**config.mk**
```make
export PLATFORM = sky130hd
export DESIGN_NAME = spi_cmd_parser
export DESIGN_NICKNAME = d
export VERILOG_FILES = /design/src/rtl/spi_cmd_parser.sv
export SDC_FILE = /design/constraint.sdc
export NUM_CORES = 1
export LEC_CHECK = 0
export CELL_PAD_IN_SITES_DETAIL_PLACEMENT = 1
export CELL_PAD_IN_SITES_GLOBAL_PLACEMENT = 2
export CORE_MARGIN = 2
export CORE_UTILIZATION = 25
export DETAILED_ROUTE_END_ITERATION = 10
export GPL_TIMING_DRIVEN = 1
export PLACE_DENSITY_LB_ADDON = 0.1
export SYNTH_ARGS = -nofsm -noshare
export SYNTH_HDL_FRONTEND = slang
export SYNTH_SLANG_ARGS = --single-unit
export TNS_END_PERCENT = 30
```
**constraint.sdc**
```tcl
create_clock -name clk -period 1.5 [get_ports clk]
set_clock_uncertainty 0.1 [all_clocks]
set_input_delay 0.3 -clock clk [delete_from_list [all_inputs] [get_ports clk]]
set_output_delay 0.3 -clock clk [all_outputs]
set_load 0.01 [all_outputs]
```
**src/rtl/spi_cmd_parser.sv**
```systemverilog
// SPI command parser: decodes command byte + DATA_BYTES data bytes into register
// write/read strobes and serves the read word back one byte at a time on response_data.
module spi_cmd_parser #(
  parameter int unsigned DATA_BYTES = 4
) (
  input  logic                    clk,
  input  logic                    rst,
  input  logic [7:0]              rec_data,
  input  logic                    rec_done,
  input  logic                    cs_n,
  output logic [7:0]              response_data,
  output logic [6:0]              reg_addr,
  output logic [8*DATA_BYTES-1:0] reg_wr_data,
  output logic                    reg_wr_en,
  output logic                    reg_rd_en,
  input  logic [8*DATA_BYTES-1:0] reg_rd_data,
  output logic                    frame_err
);

  localparam int unsigned W = 8 * DATA_BYTES;
  localparam logic [2:0] LastIdx = 3'(DATA_BYTES - 1);

  typedef enum logic [1:0] {StIdle, StWdata, StRdata, StHold} state_e;

  state_e       state_q, state_d;
  logic [2:0]   cnt_q, cnt_d;
  logic [6:0]   addr_q, addr_d;
  logic [W-1:0] wr_data_q, wr_data_d;
  logic [W-1:0] rd_shift_q, rd_shift_d;
  logic         wr_en_q, wr_en_d;
  logic         rd_en_q, rd_en_d;
  logic         err_q, err_d;
  logic         load_q, load_d;
  logic         last_byte;

  always_ff @(posedge clk) begin
    if (!rst) begin
      state_q    <= StIdle;
      cnt_q      <= '0;
      addr_q     <= '0;
      wr_data_q  <= '0;
      rd_shift_q <= '0;
      wr_en_q    <= 1'b0;
      rd_en_q    <= 1'b0;
      err_q      <= 1'b0;
      load_q     <= 1'b0;
    end else begin
      state_q    <= state_d;
      cnt_q      <= cnt_d;
      addr_q     <= addr_d;
      wr_data_q  <= wr_data_d;
      rd_shift_q <= rd_shift_d;
      wr_en_q    <= wr_en_d;
      rd_en_q    <= rd_en_d;
      err_q      <= err_d;
      load_q     <= load_d;
    end
  end

  always_comb begin
    state_d   = state_q;
    cnt_d     = cnt_q;
    addr_d    = addr_q;
    wr_data_d = wr_data_q;
    wr_en_d   = 1'b0;
    rd_en_d   = 1'b0;
    err_d     = 1'b0;
    // Read word arrives the cycle after reg_rd_en; capture it then.
    load_d     = rd_en_q;
    rd_shift_d = load_q ? reg_rd_data : rd_shift_q;
    last_byte  = rec_done && (cnt_q == LastIdx);

    case (state_q)
      StIdle: begin
        if (rec_done && !cs_n) begin
          addr_d     = rec_data[6:0];
          cnt_d      = '0;
          rd_shift_d = '0;
          rd_en_d    = !rec_data[7];
          state_d    = rec_data[7] ? StWdata : StRdata;
        end
      end
      StWdata: begin
        if (rec_done) begin
          wr_data_d = (wr_data_q << 8) | W'(rec_data);
          cnt_d     = cnt_q + 3'd1;
        end
        // A byte that completes the frame wins over a coincident cs_n release.
        if (last_byte) begin
          state_d = StHold;
          wr_en_d = 1'b1;
        end else if (cs_n) begin
          err_d = 1'b1;
        end
      end
      StRdata: begin
        if (rec_done) begin
          rd_shift_d = rd_shift_d << 8;
          cnt_d      = cnt_q + 3'd1;
        end
        if (last_byte) begin
          state_d = StHold;
        end else if (cs_n) begin
          err_d = 1'b1;
        end
      end
      StHold: ;
      default: state_d = StIdle;
    endcase

    if (cs_n) state_d = StIdle;
  end

  // While the capture is pending the incoming word is forwarded so the first byte is
  // ready two cycles after the command byte.
  always_comb begin
    response_data = 8'h00;
    if (state_q == StRdata) begin
      response_data = load_q ? reg_rd_data[W-1 -: 8] : rd_shift_q[W-1 -: 8];
    end
  end

  assign reg_addr    = addr_q;
  assign reg_wr_data = wr_data_q;
  assign reg_wr_en   = wr_en_q;
  assign reg_rd_en   = rd_en_q;
  assign frame_err   = err_q;

endmodule

```
======== Word-level counts from Yosys, hierarchy flattened ========
Index checks and enable logic that the tools add are counted.
word-level totals
  register bits ........................... 80
  input port bits ......................... 44
  output and inout bits ................... 50
  logic and storage cells ................. 49
operators by class
  add/subtract/negate cells ............... 1
  eq/ne operators ......................... 6
  muxes and demuxes ....................... 15
  bitwise logic cells ..................... 3
  reduce and logical (&&, ||, !) cells .... 15
operators by type and width
  cell                                            count
  two-way mux 32 bit                              3
  case mux 32 bit (2 select lines)                1
  bitwise OR 32 x 8 -> 32 bit                     1
  two-way mux 8 bit                               2
  AND reduction 3 bit                             3
  two-way mux 2 bit                               3
  two-way mux 3 bit                               2
  case mux 3 bit (2 select lines)                 1
  AND reduction 2 bit                             3
  != test 2 x 1 -> 1 bit (second input constant)  2
  case mux 2 bit (2 select lines)                 1
  OR reduction 2 bit                              2
  adder 3 x 1 -> 3 bit (second input constant)    1
  == test 3 x 2 -> 1 bit (second input constant)  1
  OR reduction 3 bit                              1
  == test 2 x 1 -> 1 bit (second input constant)  1
  == test 2 bit (second input constant)           1
  logical AND 1 bit                               2
  zero test 1 bit                                 2
  zero test 2 bit                                 1
  two-way mux 1 bit                               2
  != test 2 bit (second input constant)           1
  NOT 1 bit                                       2
  nonzero test 2 bit                              1

======== Logic depth before layout (Yosys ltp) ========
Gate-level depths: netlist (run 1).
  word-level depth ........................ 4
  gate-level depth with buffers ........... 7
  mapped depth without buffers ............ 5

======== Worst setup path after synthesis (run 1) ========
OpenSTA, ideal clock, no wires.
  path kind ............................... flip-flop to flip-flop
  start ................................... reg state_q[0]
  end ..................................... reg rd_shift_q[27]
  library setup time ...................... 0.084 ns
  arrival ................................. 1.387 ns
  required time ........................... 1.316 ns
  slack ................................... -0.071 ns
  cell stages (with the launch flop) ...... 7
  buffers on the path ..................... 1
  period minus slack after synthesis ...... 1.571 ns
  cell sequence ........................... dfxtp_1 inv_1 ha_1 nor2b_4 o21a_4 buf_6 o31ai_2
between the ends
  longest elaborated chain between the ends .. 2
  elaborated cells between the ends (all ways) .. 3
  classes of those cells .................. eq/ne (1); mux (1); reduce/logical (1)
RTL lines
  element                                                  line  source
  start: declaration                                       25    state_e state_q, state_d;
  start signal: assignment                                 38    state_q <= StIdle;
  start signal: assignment                                 48    state_q <= state_d;
  == test 2 bit / zero test 2 bit (equally long branches)  73    case (state_q)
  case mux 32 bit (2 select lines) (*)                     73
  end signal: assignment                                   52    rd_shift_q <= rd_shift_d;
  end: declaration                                         29    logic [W-1:0] rd_shift_q, rd_shift_d;
Mark *: on every way between the ends. The rest lies on a longest branch, timed or not.
A chain may end at the register's enable or synchronous reset.

======== Final worst setup path (run 1) ========
  start ................................... reg load_q
  end ..................................... out response_data[3]
between the ends
  longest elaborated chain between the ends .. 2
RTL lines
  element                   line  source
  start: declaration        33    logic load_q, load_d;
  start signal: assignment  56    load_q <= load_d;
  two-way mux 8 bit         119   response_data = load_q ? reg_rd_data[W-1 -: 8] : rd_shift_q[W-1 -: 8];
  two-way mux 8 bit         118   if (state_q == StRdata) begin
  end: declaration          11    output logic [7:0] response_data,
Every way passes these cells.

==> results.md, run 1 <==
* Arrival time of the worst setup path at 1.32 ns
* CTS tree: done
* Max VDD drop at 0.367 mV
* Clock net sink count at 80
* Wire per inst at 16.1 microns
* Simple-gate share of the synthesized area at 0.158
* H-tree depth at 3
* Max Cap Viol at 0
* WP data required at 1.10 ns
* Nature of the critical path startpoint: flop
* Pre-CTS WS at -0.440 ns
* First-pass GRT wire length at 16300 microns
* I/O Pins at 94
* Pins Over Slew Limit at 0
* Via count at 3004
* Slew HR at 0.803
* DRC at 0
* Number of buffers and inverters on the critical path at 2
* Grt total ovfl at 0
* Mux contribution to synthesized area at 0.133
* Area Growth Syn to Fin at 68.7%
* Initial antenna violation count at 0
* Minimum clock period at 1.72 ns
* CP peak stage delay at 0.35 ns
* Synth Area in Adders at 0.0265
* TritonCTS buffer count at 9
* Synth Area in Compound Gates at 0.142
* Xor/xnor cell area share of the yosys netlist at 0
* Skew-Pair Late Insertion Delay at 0.34 ns
* Diodes inserted at 0
* Die ar. at 14200 sq um
* Port Buffers at 93
* Status: finished, violations left
* Post-DRT Antenna Nets at 0
* Die X at 119 microns
* Endpoint type of the worst setup path: primary output
* Dpl hpwl at 6920 microns
* Post-Syn Area at 3310 sq um
* Starting density of the core at 0.253
* Peak Freq at 580 MHz
* Syn Inst Count at 349
* RePlAce Congestion at 0.713
* Detailed Routing Iterations Pass 1 at 4
* Ys Warns at 0
* Largest net degree at the start of global routing at 33
* Clk buf depth at 2
* Hold Crit Class: reg -> reg
* RSZ-0062 raised after global routing: yes
* Library cells used by synthesis at 36
* CP cell instances: buf_12 -> mux2i_4 -> nor2_4 -> buf_6
* Die height at 119 microns
* Area leader, netlist: dfxtp_1
* Vias per inst at 4.51
* Crit share post-route at 1.15
* CP delay by family, top: flip-flops
* Gr usage total at 0.149
* NumNets Final at 536
* Critical path class: reg -> out
* Starting DRT DRC Count at 115
* Seq/Total Area, Yosys at 0.484
* Top cells by area, synth: dfxtp_1, nand2_1, mux2i_1, mux2_2, a21oi_1
* Final core utilization at 0.427
* Worst Path Max Fanout at 8
* Root buf cell: clkbuf_16
* Endpoints failing setup at 42
* Least-Margin Pin Slew at 0.295 ns
* Flip-flop and latch count after synthesis at 80
* Violated checks: setup timing
* Fin cells at 666
* Worst setup margin at -0.224 ns
* Largest family of logic cells by synthesized area: simple AND/OR/NAND/NOR gates
* Design Area, Final at 5590 sq um
* Row count at 42
* Post-DP Area at 4720 sq um
* Pwr/cell area at 902 nW/um^2
* Yosys top cell area share at 0.484
* Vias in the first global route at 3020
* Routed wire length at 10700 microns
* Share of cells above drive strength 1 at 0.324
* Syn nets at 400
* Synthesized area per cell at 9.49 sq um
* Slowest stage cell on the critical path: dfxtp_2
* Core area at 13100 sq um
* Clock-pin slew on the worst setup and hold paths at 0.06 ns
* Leakage power at 2.24 nW
* Fin. Hold Viols at 0
* Inst Count DP at 636
[logic make-up after synthesis]
logic type,count (synthesis)
compound gates,65
fa+ha+maj,7
buf+inv,30
flops,80
mux,42
simple gates,125
[registers in the layout (all words and copies together) (netlist names)]
register and cells:
reg_addr 7, cnt_q 3, rd_shift_q 32, reg_rd_en 1
load_q 1, reg_wr_en 1, state_q 2, frame_err 1
reg_wr_data 32
[cell usage in the layout (no fill, tap or decap), drive strengths merged, types with 2 or more instances in the layout]
cell	count
nand2	84
dfxtp	80
buf	63
clkdlybuf4s50	42
dlygate4sd2	42
a21oi	32
mux2i	26
nor2	25
mux2	16
clkbuf	12
a32o	8
o22ai	8
o31ai	8
ha	7
clkinv	5
inv	4
nor2b	3
nand3b	3
and3	2
nand3	2
nand2b	2
o221a	2
o21a	2
and2	2
[final timing paths]
kind | start | slack (ns) | endpoint | cells past startpoint
max reg2reg | load_q | -0.21 | rd_shift_q[20] | 6
min | reg_wr_data[31] | 0.35 | reg_wr_data[31] | 2
max | load_q | -0.22 | response_data[3] | 4
min reg2reg | reg_wr_data[31] | 0.35 | reg_wr_data[31] | 2
[layer usage]
metal	GRT usage	vias up	routed length [microns]
li1	-	1472	-
met1	0.192	1448	4890
met2	0.235	70	5160
met3	0.0398	14	466
met4	0.0610	0	188
met5	0	-	0
[area by class of cell]
cell class,count,area [sq um]
Clock buffer,12,236
Timing Repair Buffer,148,1470
Sequential cell,80,1610
Inverter,6,30.0
Clock inverter,4,45.0
Multi-Input combinational cell,240,1980
Fill cell,1447,7500
Tap cell,176,220
[Yosys cell counts]
cell and count:
a211o_1 1, a211oi_1 1, a21boi_1 1, a21oi_1 32, a2bb2oi_2 1, a32o_1 8
and2_1 2, and3_1 2, and4_1 1, buf_2 9, buf_4 6, buf_6 4
buf_8 1, clkbuf_1 4, clkinv_1 1, dfxtp_1 80, ha_1 7, inv_1 5
mux2_2 16, mux2i_1 26, nand2_1 84, nand2b_1 2, nand3_1 2, nand3b_1 3
nor2_1 25, nor2b_1 1, nor2b_2 1, nor2b_4 1, nor3_1 1, o21a_4 1
o21ai_2 1, o221a_2 2, o22ai_1 8, o311ai_4 1, o31ai_1 6, o31ai_2 2
[power by group]
group / internal [mW] / total, mW / leakage, nW / switching (mW)
registers: 2.16 / 2.18 / 0.647 / 0.0187
logic: 0.381 / 0.704 / 1.46 / 0.323
clock network: 1.28 / 2.16 / 0.140 / 0.877
[tightest hold or removal path, cell delays in order (launching register included)]
cell and delay (ns):
dfxtp_1 0.30, nand2_1 0.05, a21oi_1 0.05
[metrics by stage]
stage | total power [mW] | hold slack [ns] | TNS, ns
2_1_floorplan | 2.47 | 0.279 | -0.0578
3_3_place_gp | 2.78 | 0.339 | -23.44
3_5_place_dp | 2.79 | 0.344 | -23.94
4_1_cts | 5.04 | 0.350 | -3.60
5_1_grt | 5.24 | 0.366 | -8.62
6_report | 5.04 | 0.347 | -5.47
[what timing repair did]
| item | 4_1_cts | 5_1_grt |
|---|---|---|
| hold buffers | 0 | 0 |
| resized for setup | 149 | 48 |
| setup endpoints to repair | 125 | 83 |
| pin swaps | 10 | 7 |
| setup buffers | 8 | 6 |
| hold endpoints to repair | 0 | 0 |
| cloned | 1 | 1 |
Note: power is estimated with default switching activity, not from simulation.
==> run 2, diff against run 1 <==
--- a/config.mk
+++ b/config.mk
@@ -5,6 +5,7 @@
 export SDC_FILE = /design/constraint.sdc
 export NUM_CORES = 1
 export LEC_CHECK = 0
+export CAP_MARGIN = 20
 export CELL_PAD_IN_SITES_DETAIL_PLACEMENT = 1
 export CELL_PAD_IN_SITES_GLOBAL_PLACEMENT = 2
 export CORE_MARGIN = 2
==> results of run 2 <==
Same layout as run 1: the final DEF is identical, and so are final timing and power.
==> run 3, diff against run 2 <==
--- a/config.mk
+++ b/config.mk
@@ -11,6 +11,7 @@
 export CORE_MARGIN = 2
 export CORE_UTILIZATION = 25
 export DETAILED_ROUTE_END_ITERATION = 10
+export GPL_ROUTABILITY_DRIVEN = 0
 export GPL_TIMING_DRIVEN = 1
 export PLACE_DENSITY_LB_ADDON = 0.1
 export SYNTH_ARGS = -nofsm -noshare
==> results of run 3 <==
Same layout as run 1: the final DEF is identical, and so are final timing and power.
